`config.mk`:
```
export PLATFORM = sky130hd
export DESIGN_NAME = core_scheduler_flat
export DESIGN_NICKNAME = d
export VERILOG_FILES = /design/src/rtl/core_scheduler_if.sv /design/src/rtl/core_scheduler.sv /design/src/flat_wrapper.sv
export SDC_FILE = /design/constraint.sdc
export NUM_CORES = 1
export LEC_CHECK = 0
export BUFFER_PORTS_ARGS = -buffer_cell sky130_fd_sc_hd__buf_2
export CAP_MARGIN = 40
export CELL_PAD_IN_SITES_DETAIL_PLACEMENT = 1
export CELL_PAD_IN_SITES_GLOBAL_PLACEMENT = 1
export CORE_MARGIN = 3
export CORE_UTILIZATION = 43
export DETAILED_ROUTE_END_ITERATION = 7
export GPL_ROUTABILITY_DRIVEN = 0
export GPL_TIMING_DRIVEN = 0
export PLACE_DENSITY = 0.84
export SLEW_MARGIN = 15
export SYNTH_ARGS = -nofsm -noshare
export SYNTH_HDL_FRONTEND = slang
export SYNTH_SLANG_ARGS = --single-unit
```
`constraint.sdc`:
```
create_clock -name clk -period 3.89 [get_ports clk]
set_clock_uncertainty 0.05 [all_clocks]
set_input_delay 0.5835 -clock clk [delete_from_list [all_inputs] [get_ports clk]]
set_output_delay 0.5835 -clock clk [all_outputs]
set_load 0.03 [all_outputs]
```
`src/rtl/core_scheduler_if.sv`:
```
// Host/processor bundle for core_scheduler: job control inputs, per-core command lines and job status.
interface core_scheduler_if #(parameter int TASK_W = 8);
  logic              start;
  logic [TASK_W-1:0] num_tasks;
  logic [3:0]        core_enable;
  logic [3:0]        end_process;
  logic [1:0]        status0, status1, status2, status3;
  logic [TASK_W-1:0] task_id0, task_id1, task_id2, task_id3;
  logic              busy, done, err;
  logic [TASK_W-1:0] completed;

  modport master (
    output start, num_tasks, core_enable, end_process,
    input  status0, status1, status2, status3,
           task_id0, task_id1, task_id2, task_id3, busy, done, completed, err
  );
  modport slave (
    input  start, num_tasks, core_enable, end_process,
    output status0, status1, status2, status3,
           task_id0, task_id1, task_id2, task_id3, busy, done, completed, err
  );
endinterface

```
`src/rtl/core_scheduler.sv`:
```
// 4-core row-task scheduler: dispatches tasks to free cores and counts completions.
// Optional per-slot watchdog enabled by defining CORE_SCHED_WATCHDOG_EN.
module core_scheduler #(
  parameter int TASK_W  = 8,
  parameter int TIMEOUT = 1024
) (
  input logic             clk,
  input logic             reset,
  core_scheduler_if.slave bus
);
  typedef enum logic [1:0] {IDLE, RUN, FINISH} top_t;
  typedef enum logic [1:0] {FREE, LAUNCH, RUN_WAIT} slot_t;

  top_t                   state, state_nxt;
  slot_t                  slot [4];
  logic [3:0]             en_q, armed, comp, tmo, fin, free_en, disp_oh;
  logic [TASK_W-1:0]      num_q, next_task, completed_q;
  logic [3:0][1:0]        status_q;
  logic [3:0][TASK_W-1:0] task_q;
  logic                   busy_q, done_q, err_q;
  logic                   accept, dispatch_ok, all_done;
  logic [2:0]             pop;
  logic [TASK_W:0]        cmp_sum;

  // armed gates completion so a flag still high from the previous task is not counted
  always_comb begin
    comp    = '0;
    free_en = '0;
    for (int i = 0; i < 4; i++) begin
      comp[i]    = (slot[i] == RUN_WAIT) && armed[i] && bus.end_process[i];
      free_en[i] = en_q[i] && (slot[i] == FREE);
    end
  end

`ifdef CORE_SCHED_WATCHDOG_EN
  localparam int CNT_W = $clog2(TIMEOUT + 1);
  logic [3:0][CNT_W-1:0] wd_cnt;

  always_ff @(posedge clk) begin
    if (reset) wd_cnt <= '0;
    else
      for (int i = 0; i < 4; i++)
        if (slot[i] == LAUNCH)        wd_cnt[i] <= '0;
        else if (slot[i] == RUN_WAIT) wd_cnt[i] <= wd_cnt[i] + CNT_W'(1);
  end

  always_comb begin
    tmo = '0;
    for (int i = 0; i < 4; i++)
      tmo[i] = (slot[i] == RUN_WAIT) && !comp[i] && (wd_cnt[i] == CNT_W'(TIMEOUT - 1));
  end
`else
  logic unused_timeout;
  assign unused_timeout = (TIMEOUT == 0);
  assign tmo = '0;
`endif

  // a timed-out task still counts toward completion so the job terminates
  assign fin     = comp | tmo;
  assign pop     = 3'(fin[0]) + 3'(fin[1]) + 3'(fin[2]) + 3'(fin[3]);
  assign cmp_sum = {1'b0, completed_q} + (TASK_W+1)'(pop);

  always_ff @(posedge clk) begin
    if (reset) state <= IDLE;
    else       state <= state_nxt;
  end

  always_comb begin
    state_nxt = state;
    case (state)
      IDLE:    if (accept) state_nxt = (bus.num_tasks == '0) ? FINISH : RUN;
      RUN:     if (all_done) state_nxt = FINISH;
      FINISH:  state_nxt = IDLE;
      default: state_nxt = IDLE;
    endcase
  end

  // downward scan leaves the lowest-index free core as the single dispatch target
  always_comb begin
    accept      = (state == IDLE) && bus.start && (bus.core_enable != '0);
    dispatch_ok = (state == RUN) && (next_task < num_q);
    all_done    = (state == RUN) && (cmp_sum == {1'b0, num_q});
    disp_oh     = '0;
    for (int i = 3; i >= 0; i--)
      if (free_en[i] && dispatch_ok) disp_oh = 4'b0001 << i;
  end

  always_ff @(posedge clk) begin
    if (reset) begin
      en_q        <= '0;
      num_q       <= '0;
      next_task   <= '0;
      completed_q <= '0;
      busy_q      <= 1'b0;
      done_q      <= 1'b0;
      err_q       <= 1'b0;
      armed       <= '0;
      status_q    <= '0;
      task_q      <= '0;
      for (int i = 0; i < 4; i++) slot[i] <= FREE;
    end else begin
      done_q <= (state == FINISH);
      if (accept) begin
        num_q       <= bus.num_tasks;
        en_q        <= bus.core_enable;
        next_task   <= '0;
        completed_q <= '0;
        err_q       <= 1'b0;
        busy_q      <= 1'b1;
      end
      if (state == FINISH) busy_q <= 1'b0;
      if (state == RUN) completed_q <= cmp_sum[TASK_W-1:0];
      if (|tmo) err_q <= 1'b1;
      if (|disp_oh) next_task <= next_task + TASK_W'(1);
      for (int i = 0; i < 4; i++) begin
        case (slot[i])
          FREE: if (disp_oh[i]) begin
            slot[i]     <= LAUNCH;
            status_q[i] <= 2'b10;
            task_q[i]   <= next_task;
            armed[i]    <= 1'b0;
          end
          LAUNCH: begin
            slot[i]     <= RUN_WAIT;
            status_q[i] <= 2'b01;
          end
          RUN_WAIT:
            if (fin[i]) begin
              slot[i]     <= FREE;
              status_q[i] <= 2'b00;
            end else if (!bus.end_process[i]) armed[i] <= 1'b1;
          default: slot[i] <= FREE;
        endcase
      end
    end
  end

  assign bus.status0   = status_q[0];
  assign bus.status1   = status_q[1];
  assign bus.status2   = status_q[2];
  assign bus.status3   = status_q[3];
  assign bus.task_id0  = task_q[0];
  assign bus.task_id1  = task_q[1];
  assign bus.task_id2  = task_q[2];
  assign bus.task_id3  = task_q[3];
  assign bus.busy      = busy_q;
  assign bus.done      = done_q;
  assign bus.completed = completed_q;
  assign bus.err       = err_q;
endmodule
```
`src/flat_wrapper.sv`:
```
// flat-port wrapper written by rule: the top's interface ports become plain ports
module core_scheduler_flat 
#(
  parameter int TASK_W  = 8,
  parameter int TIMEOUT = 1024
)
  (clk, reset, bus_start, bus_num_tasks, bus_core_enable, bus_end_process, bus_status0, bus_status1, bus_status2, bus_status3, bus_task_id0, bus_task_id1, bus_task_id2, bus_task_id3, bus_busy, bus_done, bus_completed, bus_err);
  core_scheduler_if #(.TASK_W(TASK_W)) bus_i ();
  input logic clk;
  input logic reset;
  input wire logic [$bits(bus_i.start)-1:0] bus_start;
  input wire logic [$bits(bus_i.num_tasks)-1:0] bus_num_tasks;
  input wire logic [$bits(bus_i.core_enable)-1:0] bus_core_enable;
  input wire logic [$bits(bus_i.end_process)-1:0] bus_end_process;
  output wire logic [$bits(bus_i.status0)-1:0] bus_status0;
  output wire logic [$bits(bus_i.status1)-1:0] bus_status1;
  output wire logic [$bits(bus_i.status2)-1:0] bus_status2;
  output wire logic [$bits(bus_i.status3)-1:0] bus_status3;
  output wire logic [$bits(bus_i.task_id0)-1:0] bus_task_id0;
  output wire logic [$bits(bus_i.task_id1)-1:0] bus_task_id1;
  output wire logic [$bits(bus_i.task_id2)-1:0] bus_task_id2;
  output wire logic [$bits(bus_i.task_id3)-1:0] bus_task_id3;
  output wire logic [$bits(bus_i.busy)-1:0] bus_busy;
  output wire logic [$bits(bus_i.done)-1:0] bus_done;
  output wire logic [$bits(bus_i.completed)-1:0] bus_completed;
  output wire logic [$bits(bus_i.err)-1:0] bus_err;
  assign bus_i.start = bus_start;
  assign bus_i.num_tasks = bus_num_tasks;
  assign bus_i.core_enable = bus_core_enable;
  assign bus_i.end_process = bus_end_process;
  assign bus_status0 = bus_i.status0;
  assign bus_status1 = bus_i.status1;
  assign bus_status2 = bus_i.status2;
  assign bus_status3 = bus_i.status3;
  assign bus_task_id0 = bus_i.task_id0;
  assign bus_task_id1 = bus_i.task_id1;
  assign bus_task_id2 = bus_i.task_id2;
  assign bus_task_id3 = bus_i.task_id3;
  assign bus_busy = bus_i.busy;
  assign bus_done = bus_i.done;
  assign bus_completed = bus_i.completed;
  assign bus_err = bus_i.err;
  core_scheduler #(.TASK_W(TASK_W), .TIMEOUT(TIMEOUT)) u_core (.clk(clk), .reset(reset), .bus(bus_i));
endmodule
```
Yosys cells after proc, flatten, opt, wreduce, memory -nomap -nowiden. Memory sizes are Yosys's and may differ from the RTL's. Index checks and enable logic that the tools add are counted.

Register bits after elaboration: 76. Bits in writable memories: 8. Input bits: 19. Word-level logic and storage cells: 240. Memories kept: 1.

Memories: u_core.slot (words 4, width 2, rd ports 4, clocked after memory_dff 0, write ports 4, RTL line core_scheduler.sv:15) `slot_t slot [4];`.

Add/sub/neg operators: 5. $lt $le $gt $ge: 1. Equality and inequality tests: 29. Multiplexer cells: 113. Bitwise gates (word level): 16. Reduce and logical (&&, ||, !) cells: 56.

Operators by type and width (count): two-way mux 1 bit (70); two-way mux 2 bit (27); two-way mux 8 bit (3); one-hot mux 2 bit (3 select lines) (4); logical AND 1 bit (20); != test 2 x 1 -> 1 bit (second input constant) (10); two-way mux 4 bit (4); != test 2 bit (second input constant) (8); bitwise OR 1 bit (16); AND reduction 4 bit (4); AND reduction 3 bit (4); nonzero test 2 bit (6); nonzero test 3 bit (4); OR reduction 3 bit (4); equality test 2 x 1 -> 1 bit (second input constant) (5); equality test 2 bit (second input constant) (5); zero test 2 bit (5); AND reduction 2 bit (5); adder 8 x 3 -> 9 bit (1); equality test 9 x 8 -> 1 bit (1); adder 8 x 1 -> 8 bit (second input constant) (1); zero test 8 bit (1); < comparator 8 bit (1); one-hot mux 1 bit (2 select lines) (4); 6 further kinds (7).

Logic depth before layout (Yosys ltp). An unclocked memory read counts as a cell.

Word-level depth: 16. Mapped depth: 14. Depth with buffers taken out: 14.

Worst setup path after synthesis. Ideal clock, no wire load.

Kind: register to register. Start point: memory u_core.slot[0][0] in the netlist's numbering. End point: register u_core.state[0]. Arrival time: 3.361 ns. Setup slack: 0.365 ns. Cell stages (with the launch flop): 15. Buffers on the path: 0. Clock period less this slack: 3.525 ns. Path through: edfxtp_1 > inv_1 > ha_1 > and3_1 > ha_1 > fa_1 > ha_1 > inv_1 > fa_1 > nor2b_1 > o2111ai_1 > mux2_2 > mux2i_1 > a31oi_1 > o21a_1.

RTL lines: from (decl) (RTL line core_scheduler.sv:15); to (signal assigned) (RTL line core_scheduler.sv:65) `else state <= state_nxt;`; to (decl) (RTL line core_scheduler.sv:14) `top_t state, state_nxt;`.

==> impl_metrics.py <==
metrics = {
    "logic_synthesis": {
        "netlist.area_leader.share": 0.3446,
        "syn_inst": 499,
        "ys_ff_latch": 84,
        "async_flop_share": 0,
        "syn_nets": 553,
        "yosysTopAreaCell": "dfxtp_1",
        "syn_area_um2": 4415,
        "synth_top_cells_by_area": "dfxtp_1 34%, ha_1 9.4%, mux2i_1 6.6%",
        "synth_flop_cell": "dfxtp_1",
        "syn-mean-instance-area_um2": 8.849,
        "ys_warn_count": 0,
        "synth_cell_types": 57,
        "synth_edf_count": 8,
        "ys_seq_area_frac": 0.3990,
    },
    "clocking": {
        "path_clk_slew_ns": 0.10,
        "clk_latency_ns": 0.37,
        "tritoncts": "built",
        "clockBufferDepth": 2,
        "cts.sinks": 84,
        "clockRootBuffer": "clkbuf_8",
        "cts_buffers": 9,
        "hold_buffers": 0,
        "htreeDepth": 3,
    },
    "detailed_routing": {
        "drc": 0,
        "viasPerCell": 5.511,
        "drt-pass1-iter-count": 4,
        "antenna_left": 0,
        "drt-initial-drc-count": 190,
        "vias": 3957,
        "post_drt_wl_per_cell_um": 17.91,
        "routed_wl_mm": 12.86,
    },
    "setup_path": {
        "crit_top_cell": "ha_1",
        "end_kind": "flop",
        "path_cells": "inv_1, ha_1, and3_2, ha_1, fa_1, ha_1, ha_1, a211o_1, o21ai_0, xnor2_1, nor3_1, a31oi_1, o21a_1",
        "cp-start-kind": "flop",
        "r2r_start": "u_core.slot[0][0]$_SDFFCE_PP0P_",
        "cpMaxStageDelayCell": "fa_1",
        "cpPeakStageDelay_ns": 0.40,
        "rrSetupSlack_ns": 0.16,
        "rr_endpoint": "u_core.state[0]$_SDFFE_PP0P_",
        "cp.arrival_ns": 3.93,
        "crit_required_ns": 4.09,
        "worstPathMaxFanout": 6,
        "r2r_cells": 13,
        "crit_type": "flop to flop",
    },
    "min_path": {
        "hp-class": "flop to flop",
        "timing.hold.worst_path_depth": 2,
        "min_to": "u_core.bus.status3[0]$_SDFFE_PP0P_",
        "min_from": "u_core.bus.status3[0]$_SDFFE_PP0P_",
    },
    "timing": {
        "hold_slack_ns": 0.4104,
        "max-slew-margin-rel": 0.5096,
        "final.min_clock_period_ns": 3.730,
        "final-setup-viol-count": 0,
        "worstMarginPinSlew_ns": 0.7290,
        "hold_viol": 0,
        "post-route-period-util": 0.9589,
        "fmax_mhz": 268.1,
        "finalMaxSlewViolations": 0,
    },
    "layout": {
        "final_common_cell": "dfxtp_1",
        "finalNetCount": 634,
        "drive_above_1_share": 0.1983,
        "num_antenna_cells": 0,
        "syn_to_final_growth_pct": 17.43,
        "fillerInstances": 1193,
        "final_cell_mix": "76 x dfxtp_1, 71 x nand2_1, 70 x buf_2",
        "final_core_util": 0.5256,
        "regArea_um2": 1762,
        "multi_input_area_um2": 2501,
    },
    "grt": {
        "grt_pass1_wl_mm": 20.99,
        "antenna_found_initial": 0,
        "gr-total-overflow": 0,
        "grt_max_degree": 15,
        "grt_pass1_vias": 4173,
        "grt_usage": 0.2337,
    },
    "floorplanning": {
        "initial_core_util": 0.4476,
        "dieArea_um2": 11520,
        "core_um2": 9864,
        "fp.dieW_um": 107.3,
        "fp-row-count": 36,
        "fp.dieH_um": 107.3,
        "pin_count": 70,
    },
    "pwr": {
        "ir_worst_vdd_v": 0.0002559,
        "p_leak_nw": 2.229,
        "p_per_area_nw_per_um2": 368.9,
    },
    "placed_design": {
        "hpwl_mm": 9.585,
        "io_buffers": 68,
    },
    "status": {
        "status": "finished clean",
    },
    "job": {
        "drv_cap": 0,
    },
}
[repair_timing]
action,CTS,global route
endpoints found under the hold margin,0,0
setup endpoints to repair,2,2
resized for setup,3,8
pin swaps,0,1
buffers inserted,0,2
[critical path: cells and delay by family (launching register included)]
kind | cells | cell delay (ns)
AOI/OAI and AO/OA | 4 | 0.90
and+or+nand+nor | 2 | 0.57
adders and majority gates | 5 | 1.52
xor gates and xnor gates | 1 | 0.13
buffers and inverters | 1 | 0.08
DFF | 1 | 0.38
[cell usage after synthesis (all sizes together) (3+ instances only)]
cell / instances
nand4: 3
a21oi: 38
o2111ai: 3
clkbuf: 16
ha: 33
mux2: 3
nor4b: 3
a211oi: 6
nand2: 72
xnor2: 5
dfxtp: 76
o21ai: 27
nor2: 36
nor2b: 7
nor4: 5
a31oi: 4
nor3b: 6
and2: 6
nand2b: 5
or4: 5
edfxtp: 8
or3: 4
buf: 6
inv: 25
a21boi: 4
xor2: 5
and3: 8
mux2i: 29
nand3: 15
nor3: 9
[stage by stage]
| step | instance area, um^2 | setup slack [ns] | std cells | setup TNS (ns) | power, mW |
|---|---|---|---|---|---|
| 6_report | 5185 | 0.1597 | 718 | 0 | 1.913 |
| 5_1_grt | 5185 | -0.06076 | 718 | -0.08031 | 2.003 |
| 3_5_place_dp | 4922 | -0.06091 | 700 | -0.1116 | 1.269 |
| 4_1_cts | 5137 | 0.0001643 | 716 | 0 | 1.920 |
| 3_3_place_gp | 4922 | 0.0004017 | 700 | 0 | 1.252 |
| 2_1_floorplan | 4415 | 0.3646 | 499 | 0 | 1.168 |
[kinds of logic after synthesis]
logic type                 count (synthesis)  synth area share
and+or+nand+nor                          190            0.2100
AOI/OAI and AO/OA                        100            0.1505
DFF                                       84            0.3990
buffers and inverters                     47           0.04392
adders and majority gates                 35            0.1026
muxes                                     32           0.07339
xor gates and xnor gates                  10           0.01983
other                                      1         0.0008493
[state kept, by name, summed over array words and instances (netlist names), 2 cells and up]
name	count
u_core.bus.status0	2
u_core.bus.task_id0	8
u_core.num_q	8
u_core.armed	4
u_core.bus.task_id2	8
u_core.bus.status3	2
u_core.state	2
u_core.en_q	4
u_core.bus.status1	2
u_core.bus.task_id1	8
u_core.slot	8
u_core.next_task	8
u_core.bus.task_id3	8
u_core.bus.completed	8
u_core.bus.status2	2
[metal layers]
metal,vias up,global-route usage,share of wire
met4,0,0.08656,0.023
met2,93,0.4035,0.50
met1,1932,0.2852,0.43
met3,23,0.05099,0.048
met5,-,0,0
li1,1909,-,-
[cell type report]
class / instances / area share
Inverter: 25 / 0.01810
Buffer: 22 / 0.01931
Multi-Input combinational cell: 368 / 0.4824
Tap cell: 133 / 0.03209
Clock inverter: 3 / 0.004826
Sequential cell: 84 / 0.3398
Timing Repair Buffer: 70 / 0.06853
Clock buffer: 13 / 0.03499
[where the power goes]
| group | internal [mW] | leakage, nW | switching [mW] |
|---|---|---|---|
| Clock | 0.314 | 0.101 | 0.342 |
| Sequential | 0.906 | 0.701 | 0.0254 |
| Combinational | 0.110 | 1.43 | 0.215 |
| Total | 1.33 | 2.23 | 0.582 |
[worst max path at each step]
stage | from | to | depth (start not counted)
after global placement | u_core.slot[1][0]$_SDFFCE_PP0P_ | u_core.state[0]$_SDFFE_PP0P_ | 14
after detailed placement | u_core.slot[1][0]$_SDFFCE_PP0P_ | u_core.state[0]$_SDFFE_PP0P_ | 14
after CTS | u_core.slot[0][0]$_SDFFCE_PP0P_ | u_core.state[0]$_SDFFE_PP0P_ | 14
after floorplan | u_core.slot[0][0]$_SDFFCE_PP0P_ | u_core.state[0]$_SDFFE_PP0P_ | 14
final | u_core.slot[0][0]$_SDFFCE_PP0P_ | u_core.state[0]$_SDFFE_PP0P_ | 13
after global routing | u_core.slot[0][0]$_SDFFCE_PP0P_ | u_core.state[1]$_SDFFE_PP0P_ | 14
No activity file was read; power rests on OpenSTA's default activity.
